### src/rtl/sram_like_arbiter.sv
// sram_like_arbiter: merges NCH SRAM-like request channels onto one master port.
// Accepted requests are tracked in an in-order ID FIFO, so each master response
// is steered back to the channel that issued the matching request.
// Request and response paths are purely combinational (zero added latency).
// Optional feature macro: ARB_RR_EN selects round-robin arbitration. When the
// macro is undefined, arbitration is fixed priority with channel 0 highest.
module sram_like_arbiter #(
    parameter int NCH         = 2,
    parameter int ADDR_W      = 32,
    parameter int DATA_W      = 32,
    parameter int OUTSTANDING = 2
) (
    input  logic                     clk,
    input  logic                     resetn,
    input  logic [NCH-1:0]           ch_req,
    input  logic [NCH-1:0]           ch_wr,
    input  logic [2*NCH-1:0]         ch_size,
    input  logic [ADDR_W*NCH-1:0]    ch_addr,
    input  logic [DATA_W*NCH-1:0]    ch_wdata,
    output logic [NCH-1:0]           ch_addr_ok,
    output logic [NCH-1:0]           ch_data_ok,
    output logic [DATA_W-1:0]        ch_rdata,
    output logic                     m_req,
    output logic                     m_wr,
    output logic [1:0]               m_size,
    output logic [ADDR_W-1:0]        m_addr,
    output logic [DATA_W-1:0]        m_wdata,
    input  logic                     m_addr_ok,
    input  logic                     m_data_ok,
    input  logic [DATA_W-1:0]        m_rdata,
    output logic                     resp_err
);

    localparam int ID_W  = (NCH > 1) ? $clog2(NCH) : 1;
    localparam int CNT_W = $clog2(OUTSTANDING + 1);
    localparam int PTR_W = (OUTSTANDING > 1) ? $clog2(OUTSTANDING) : 1;

    // Grant bookkeeping: gnt_q holds the channel that stalled on the master.
    logic [ID_W-1:0]  gnt_q, gnt_d;
    logic             lock_q, lock_d;
    logic [ID_W-1:0]  pick_s;
    logic [ID_W-1:0]  gnt_s;

    // In-order ID FIFO of channels waiting for their response.
    logic [ID_W-1:0]  fifo_q [OUTSTANDING];
    logic [ID_W-1:0]  fifo_d [OUTSTANDING];
    logic [PTR_W-1:0] wr_ptr_q, wr_ptr_d;
    logic [PTR_W-1:0] rd_ptr_q, rd_ptr_d;
    logic [CNT_W-1:0] cnt_q, cnt_d;
    logic             resp_err_q, resp_err_d;

    logic             full_s;
    logic             empty_s;
    logic             m_req_s;
    logic             push_s;
    logic             pop_s;
    logic [ID_W-1:0]  head_s;

`ifdef ARB_RR_EN
    logic [ID_W-1:0]  rr_ptr_q, rr_ptr_d;
`endif

    // Advance a FIFO pointer, wrapping at the configured depth.
    function automatic logic [PTR_W-1:0] ptr_inc(input logic [PTR_W-1:0] p);
        return (p == PTR_W'(OUTSTANDING - 1)) ? {PTR_W{1'b0}} : p + PTR_W'(1);
    endfunction

`ifdef ARB_RR_EN
    // Round-robin pick: first requesting channel at or after rr_ptr.
    always_comb begin
        int  idx;
        logic found;
        logic hit;
        pick_s = {ID_W{1'b0}};
        found  = 1'b0;
        idx    = 0;
        hit    = 1'b0;
        for (int k = 0; k < NCH; k++) begin
            idx    = (int'(rr_ptr_q) + k) % NCH;
            hit    = !found && ch_req[idx];
            pick_s = hit ? ID_W'(idx) : pick_s;
            found  = found | hit;
        end
    end
`else
    // Fixed-priority pick: lowest-index requesting channel wins.
    always_comb begin
        pick_s = {ID_W{1'b0}};
        for (int k = NCH - 1; k >= 0; k--) begin
            pick_s = ch_req[k] ? ID_W'(k) : pick_s;
        end
    end
`endif

    // Grant, handshakes and master-side muxing; all combinational.
    always_comb begin
        gnt_s   = lock_q ? gnt_q : pick_s;
        full_s  = (cnt_q == CNT_W'(OUTSTANDING));
        empty_s = (cnt_q == {CNT_W{1'b0}});
        // Forced low in reset so nothing leaks out while the flops are cleared.
        m_req_s = resetn && ch_req[gnt_s] && !full_s;
        push_s  = m_req_s && m_addr_ok;
        pop_s   = resetn && m_data_ok && !empty_s;
        head_s  = fifo_q[rd_ptr_q];

        m_req      = m_req_s;
        m_wr       = 1'b0;
        m_size     = 2'b00;
        m_addr     = {ADDR_W{1'b0}};
        m_wdata    = {DATA_W{1'b0}};
        ch_addr_ok = {NCH{1'b0}};
        ch_data_ok = {NCH{1'b0}};
        ch_rdata   = m_rdata;
        for (int i = 0; i < NCH; i++) begin
            m_wr          = (gnt_s == ID_W'(i)) ? ch_wr[i]                      : m_wr;
            m_size        = (gnt_s == ID_W'(i)) ? ch_size[2*i +: 2]             : m_size;
            m_addr        = (gnt_s == ID_W'(i)) ? ch_addr[ADDR_W*i +: ADDR_W]   : m_addr;
            m_wdata       = (gnt_s == ID_W'(i)) ? ch_wdata[DATA_W*i +: DATA_W]  : m_wdata;
            ch_addr_ok[i] = push_s && (gnt_s == ID_W'(i));
            ch_data_ok[i] = pop_s && (head_s == ID_W'(i));
        end
        resp_err = resp_err_q;
    end

    // Next-state logic for the FIFO, lock, sticky error and RR pointer.
    always_comb begin
        fifo_d     = fifo_q;
        wr_ptr_d   = wr_ptr_q;
        rd_ptr_d   = rd_ptr_q;
        cnt_d      = cnt_q;
        lock_d     = lock_q;
        gnt_d      = gnt_q;
        resp_err_d = resp_err_q | (m_data_ok && empty_s);

        if (push_s) begin
            fifo_d[wr_ptr_q] = gnt_s;
            wr_ptr_d         = ptr_inc(wr_ptr_q);
        end else begin
            wr_ptr_d = wr_ptr_q;
        end

        if (pop_s) begin
            rd_ptr_d = ptr_inc(rd_ptr_q);
        end else begin
            rd_ptr_d = rd_ptr_q;
        end

        case ({push_s, pop_s})
            2'b10:   cnt_d = cnt_q + CNT_W'(1);
            2'b01:   cnt_d = cnt_q - CNT_W'(1);
            default: cnt_d = cnt_q;
        endcase

        // A stalled request pins the grant; acceptance or a dropped request
        // releases it. Arbitration is frozen entirely while the FIFO is full.
        if (full_s) begin
            lock_d = lock_q;
            gnt_d  = gnt_q;
        end else if (m_req_s && !m_addr_ok) begin
            lock_d = 1'b1;
            gnt_d  = gnt_s;
        end else begin
            lock_d = 1'b0;
            gnt_d  = gnt_q;
        end

`ifdef ARB_RR_EN
        if (push_s) begin
            rr_ptr_d = (gnt_s == ID_W'(NCH - 1)) ? {ID_W{1'b0}} : gnt_s + ID_W'(1);
        end else begin
            rr_ptr_d = rr_ptr_q;
        end
`endif
    end

    // State registers with asynchronous active-low reset.
    always_ff @(posedge clk or negedge resetn) begin
        if (!resetn) begin
            for (int i = 0; i < OUTSTANDING; i++) begin
                fifo_q[i] <= {ID_W{1'b0}};
            end
            wr_ptr_q   <= {PTR_W{1'b0}};
            rd_ptr_q   <= {PTR_W{1'b0}};
            cnt_q      <= {CNT_W{1'b0}};
            lock_q     <= 1'b0;
            gnt_q      <= {ID_W{1'b0}};
            resp_err_q <= 1'b0;
`ifdef ARB_RR_EN
            rr_ptr_q   <= {ID_W{1'b0}};
`endif
        end else begin
            fifo_q     <= fifo_d;
            wr_ptr_q   <= wr_ptr_d;
            rd_ptr_q   <= rd_ptr_d;
            cnt_q      <= cnt_d;
            lock_q     <= lock_d;
            gnt_q      <= gnt_d;
            resp_err_q <= resp_err_d;
`ifdef ARB_RR_EN
            rr_ptr_q   <= rr_ptr_d;
`endif
        end
    end

endmodule

### config.mk
export PLATFORM = sky130hd
export DESIGN_NAME = sram_like_arbiter
export DESIGN_NICKNAME = d
export VERILOG_FILES = /design/src/rtl/sram_like_arbiter.sv
export SDC_FILE = /design/constraint.sdc
export NUM_CORES = 1
export LEC_CHECK = 0
export ABC_AREA = 0
export CAP_MARGIN = 20
export CORE_AREA = 2 2 109 111
export DETAILED_ROUTE_END_ITERATION = 12
export DIE_AREA = 0 0 111 113
export PLACE_DENSITY = 0.56
export SYNTH_ARGS = -nofsm -noshare
export SYNTH_HDL_FRONTEND = slang
export SYNTH_SLANG_ARGS = --single-unit
### constraint.sdc
create_clock -name clk -period 4 [get_ports clk]
set_input_delay 0.8 -clock clk [delete_from_list [all_inputs] [get_ports clk]]
set_output_delay 0.8 -clock clk [all_outputs]
set_load 0.02 [all_outputs]
# ---- Yosys cells after proc, flatten, opt, wreduce, memory -nomap -nowiden
# Cells that the tools add are included.
dict set report classes {
  magnitude_cmp 4
  add_sub_neg 4
  bitwise_logic 6
  n_reduce_logical 18
  n_mux 19
  eq_ne 3
}
# cell n
set ops {}
lappend ops {{$mux W32} 2}
lappend ops {{$mux W1} 13}
lappend ops {{$logic_and A1 B1 Y1} 12}
lappend ops {{$eq A2 B2 Y1 const B} 2}
lappend ops {{$ge A2 B2 Y1 const B} 2}
lappend ops {{$not A1 Y2} 2}
lappend ops {{$pmux W2 S2} 1}
lappend ops {{$logic_not A1 Y1} 3}
lappend ops {{$not A1 Y1} 3}
lappend ops {{$add A1 B1 Y1 const B} 2}
lappend ops {{$add A2 B1 Y2 const B} 1}
lappend ops {{$bwmux W2} 1}
lappend ops {{$eq A2 B1 Y1 const B} 1}
lappend ops {{$logic_not A2 Y1} 1}
lappend ops {{$lt A1 B2 Y1 const B} 1}
lappend ops {{$lt A2 B1 Y1 const B} 1}
lappend ops {{$mux W2} 1}
lappend ops {{$reduce_and A2 Y1} 1}
lappend ops {{$reduce_bool A2 Y1} 1}
lappend ops {{$sub A2 B1 Y2 const B} 1}
lappend ops {{$demux W1 S1} 1}
lappend ops {{$or A1 B1 Y1} 1}
dict set report totals {
  reg_bits 9
  out_inout_bits 105
}

# ---- Depth between registers and ports, before layout
dict set report depth {
  word_depth 10
  mapped_depth 8
  depth_no_buf 7
}

# ---- Least setup slack after synthesis
# Ideal clock, no wire load.
dict set report synth_timing {
  path_type {input-to-output}
  startpoint {in ch_req[0]}
  endpoint {out m_addr[25]}
  required_ps 3200
  cell_stages 5
  arrival_time_ps 1781
  path_buffers 2
  setup_slack_ps 1419
  path_cell_list {nand2b_1 o21a_1 buf_4 buf_6 mux2_1}
}
dict set report synth_between {
  elab_chain_len 3
}
# element line
set synth_rtl {}
lappend synth_rtl {{start: declaration} 15} ;# input logic [NCH-1:0] ch_req,
lappend synth_rtl {{$mux W1} 90} ;# pick_s = ch_req[k] ? ID_W'(k) : pick_s;
lappend synth_rtl {{$mux W1} 97} ;# gnt_s = lock_q ? gnt_q : pick_s;
lappend synth_rtl {{$mux W32} 117} ;# m_addr = (gnt_s == ID_W'(i)) ? ch_addr[ADDR_W*i +: ADDR_W] : m_addr;
lappend synth_rtl {{end: declaration} 26} ;# output logic [ADDR_W-1:0] m_addr,
# No other way between the ends.

# ---- Worst setup path after layout
dict set report layout_timing {
  startpoint {in ch_req[0]}
  endpoint {out m_addr[20]}
}
# The elaborated chain is that of the path after synthesis.

==> flow_summary.ini <==
[die]
die_area_mm2 = 0.0125
rows = 39
fp.dieH_um = 113
io_pins = 277
initial_utilization = 0.141
core_mm2 = 0.0113
die_w_um = 111

[timing]
worst_pin_slew_ns = 0.363
setup_violations = 0
period_needed_ns = 3.64
hold_viol = 0
timing.fmax_ghz = 0.274
drv_slew = 0
rsz0062_at_grt = false
finClkSkew_ns = 0.00140
slew_headroom = 0.757
hold_slack_ns = 0.456
setup_tns_ns = 0
finalCritPeriodShare = 0.911

[detailed_routing]
drc = 0
drt-total-wl_um = 7440
vias = 1841
ant_nets = 0
drtIter0Drc = 53
drt_pass1_iterations = 3
vias_per_cell = 3.87
wl_per_cell_um = 15.6

[placed_design]
dp_cells = 472
hpwl_um = 6500
gp_congestion = 0.778
port_buffers = 212

[cts]
cts_num_sinks = 9
cts_buffer_depth = 2
cts.htree.levels = 1
cts_resized = 0
cts_made_buffers = 3
clock_latency_ns = 0.23
hold_buffers = 0
cts_setup_buffers = 0
cts.clk_slew.worst_paths_ns = 0.04
cts_root_buffer = clkbuf_16
cts_tree = yes

[pwr]
p_total_mw = 1.23
powerDensity_mw_per_mm2 = 334
p_leak_nw = 1.38
peakVddDrop_mv = 0.138

[yosys]
synth_nets = 327
synth-seq-cells = 9
syn_area_mm2 = 0.00159
ys_types = 28
syn_area_per_cell_um2 = 10.3
synthCells = 154
ys_seq_area_frac = 0.142
yosysWarnings = 0

[critical_path]
crit_path_frequent_cell = clkdlybuf4s50_1
cp-end-kind = primary output
worst_path_largest_cell_delay_ns = 0.58
path_max_fanout = 30
arrival_ns = 2.84
setup.worst_path.class = primary input to primary output
path_buf_inv = 3
worstPathRequired_ns = 3.20
cp_top_family = buffers and inverters
cp-start-kind = primary input
cp_slowest_cell = clkdlybuf4s50_1
cp_cell_sequence = clkdlybuf4s50_1, nand2b_1, o21a_4, buf_12, mux2_2, clkdlybuf4s50_1

[layout]
final_nets = 507
antenna_cells = 0
final_cells = 476
drive_above_1_share = 0.219
syn2layout_area_growth_pct = 133

[grt]
grt_pass1_vias = 1971
grt-ovfl-total = 0
grt_use_total = 0.109
grt_max_degree = 33
antenna_found_initial = 0
grt_pass1_wl_um = 10900

[flow_run]
drv_cap = 0

[outcome]
status = finished clean

[min_path]
worstHoldPathType = register to register
[power breakdown]
group          total, mW  internal [mW]  switching, mW
combinational      0.889          0.519          0.370
clock              0.172          0.133         0.0396
sequential         0.171          0.132         0.0398
[worst paths after layout]
kind                            cells past startpoint         end      start  slack, ns
worst min-delay path                                1    resp_err   resp_err       0.46
worst max-delay path                                6  m_addr[20]  ch_req[0]       0.36
worst min register to register                      1    resp_err   resp_err       0.46
min in group asynchronous                           1    rd_ptr_q     resetn       0.85
worst max register to register                      6    cnt_q[1]   cnt_q[1]       2.16
max in group asynchronous                           2       gnt_q     resetn       2.73
[sequential cells by signal, indices dropped and copies added (netlist names)]
register,flops
cnt_q,2
lock_q,1
wr_ptr_q,1
fifo_q,2
resp_err,1
gnt_q,1
rd_ptr_q,1
[routing by layer]
metal	vias up	wire length [um]	GRT usage
met5	-	0	0
met3	14	800	0.0327
met1	817	2620	0.116
met2	140	3890	0.211
met4	0	134	0.0267
li1	870	-	-
[stage by stage]
step	instance area (um2)	worst slack, ns	util
6_report	3690	0.356	0.328
5_1_grt	3690	0.224	0.328
4_1_cts	3690	0.316	0.328
3_5_place_dp	3610	0.327	0.321
3_3_place_gp	3610	0.322	0.321
2_1_floorplan	1590	1.42	-
[synth_stat cells, drive strengths merged]
master,count,area share
nand2,1,0.0024
a21oi,1,0.0031
o31ai,4,0.025
nand3,1,0.0031
nor2b,1,0.0039
xnor2,4,0.022
buf,41,0.21
nor3,1,0.0031
nand2b,2,0.0079
dfrtp,9,0.14
inv,3,0.0071
nor2,6,0.014
or2,1,0.0039
ha,1,0.0079
o21bai,1,0.0047
or2b,1,0.0071
mux2,68,0.48
xor2,1,0.0055
nand3b,1,0.0047
o211ai,1,0.0047
nand4,1,0.013
o21ai,1,0.0031
mux2i,1,0.0063
o21a,1,0.0047
a21o,1,0.0047
[kinds of logic after synthesis]
| logic type | after synthesis | synth area share |
|---|---|---|
| DFF | 9 | 0.142 |
| muxes | 69 | 0.489 |
| and+or+nand+nor | 16 | 0.0638 |
| buffers and inverters | 44 | 0.220 |
| adders and majority gates | 1 | 0.00788 |
| xor gates and xnor gates | 5 | 0.0276 |
| AOI/OAI and AO/OA | 10 | 0.0504 |
[placed cells by master (no fill, tap or decap), drive strengths merged, types with 2 or more instances in the layout]
cell and n:
mux2 68, dfrtp 9, nand2b 2, clkdlybuf4s50 212, inv 3, buf 4, o31ai 4, clkbuf 4
xnor2 4, nor2 6
[layout make-up]
class / count / area [um2]
Tap cell: 143 / 179
Timing Repair Buffer: 216 / 2180
Fill cell: 1178 / 7580
Inverter: 3 / 11.3
Multi-Input combinational cell: 101 / 1020
Sequential cell: 9 / 225
Clock buffer: 4 / 78.8
No activity file was read; power rests on OpenSTA's default activity.
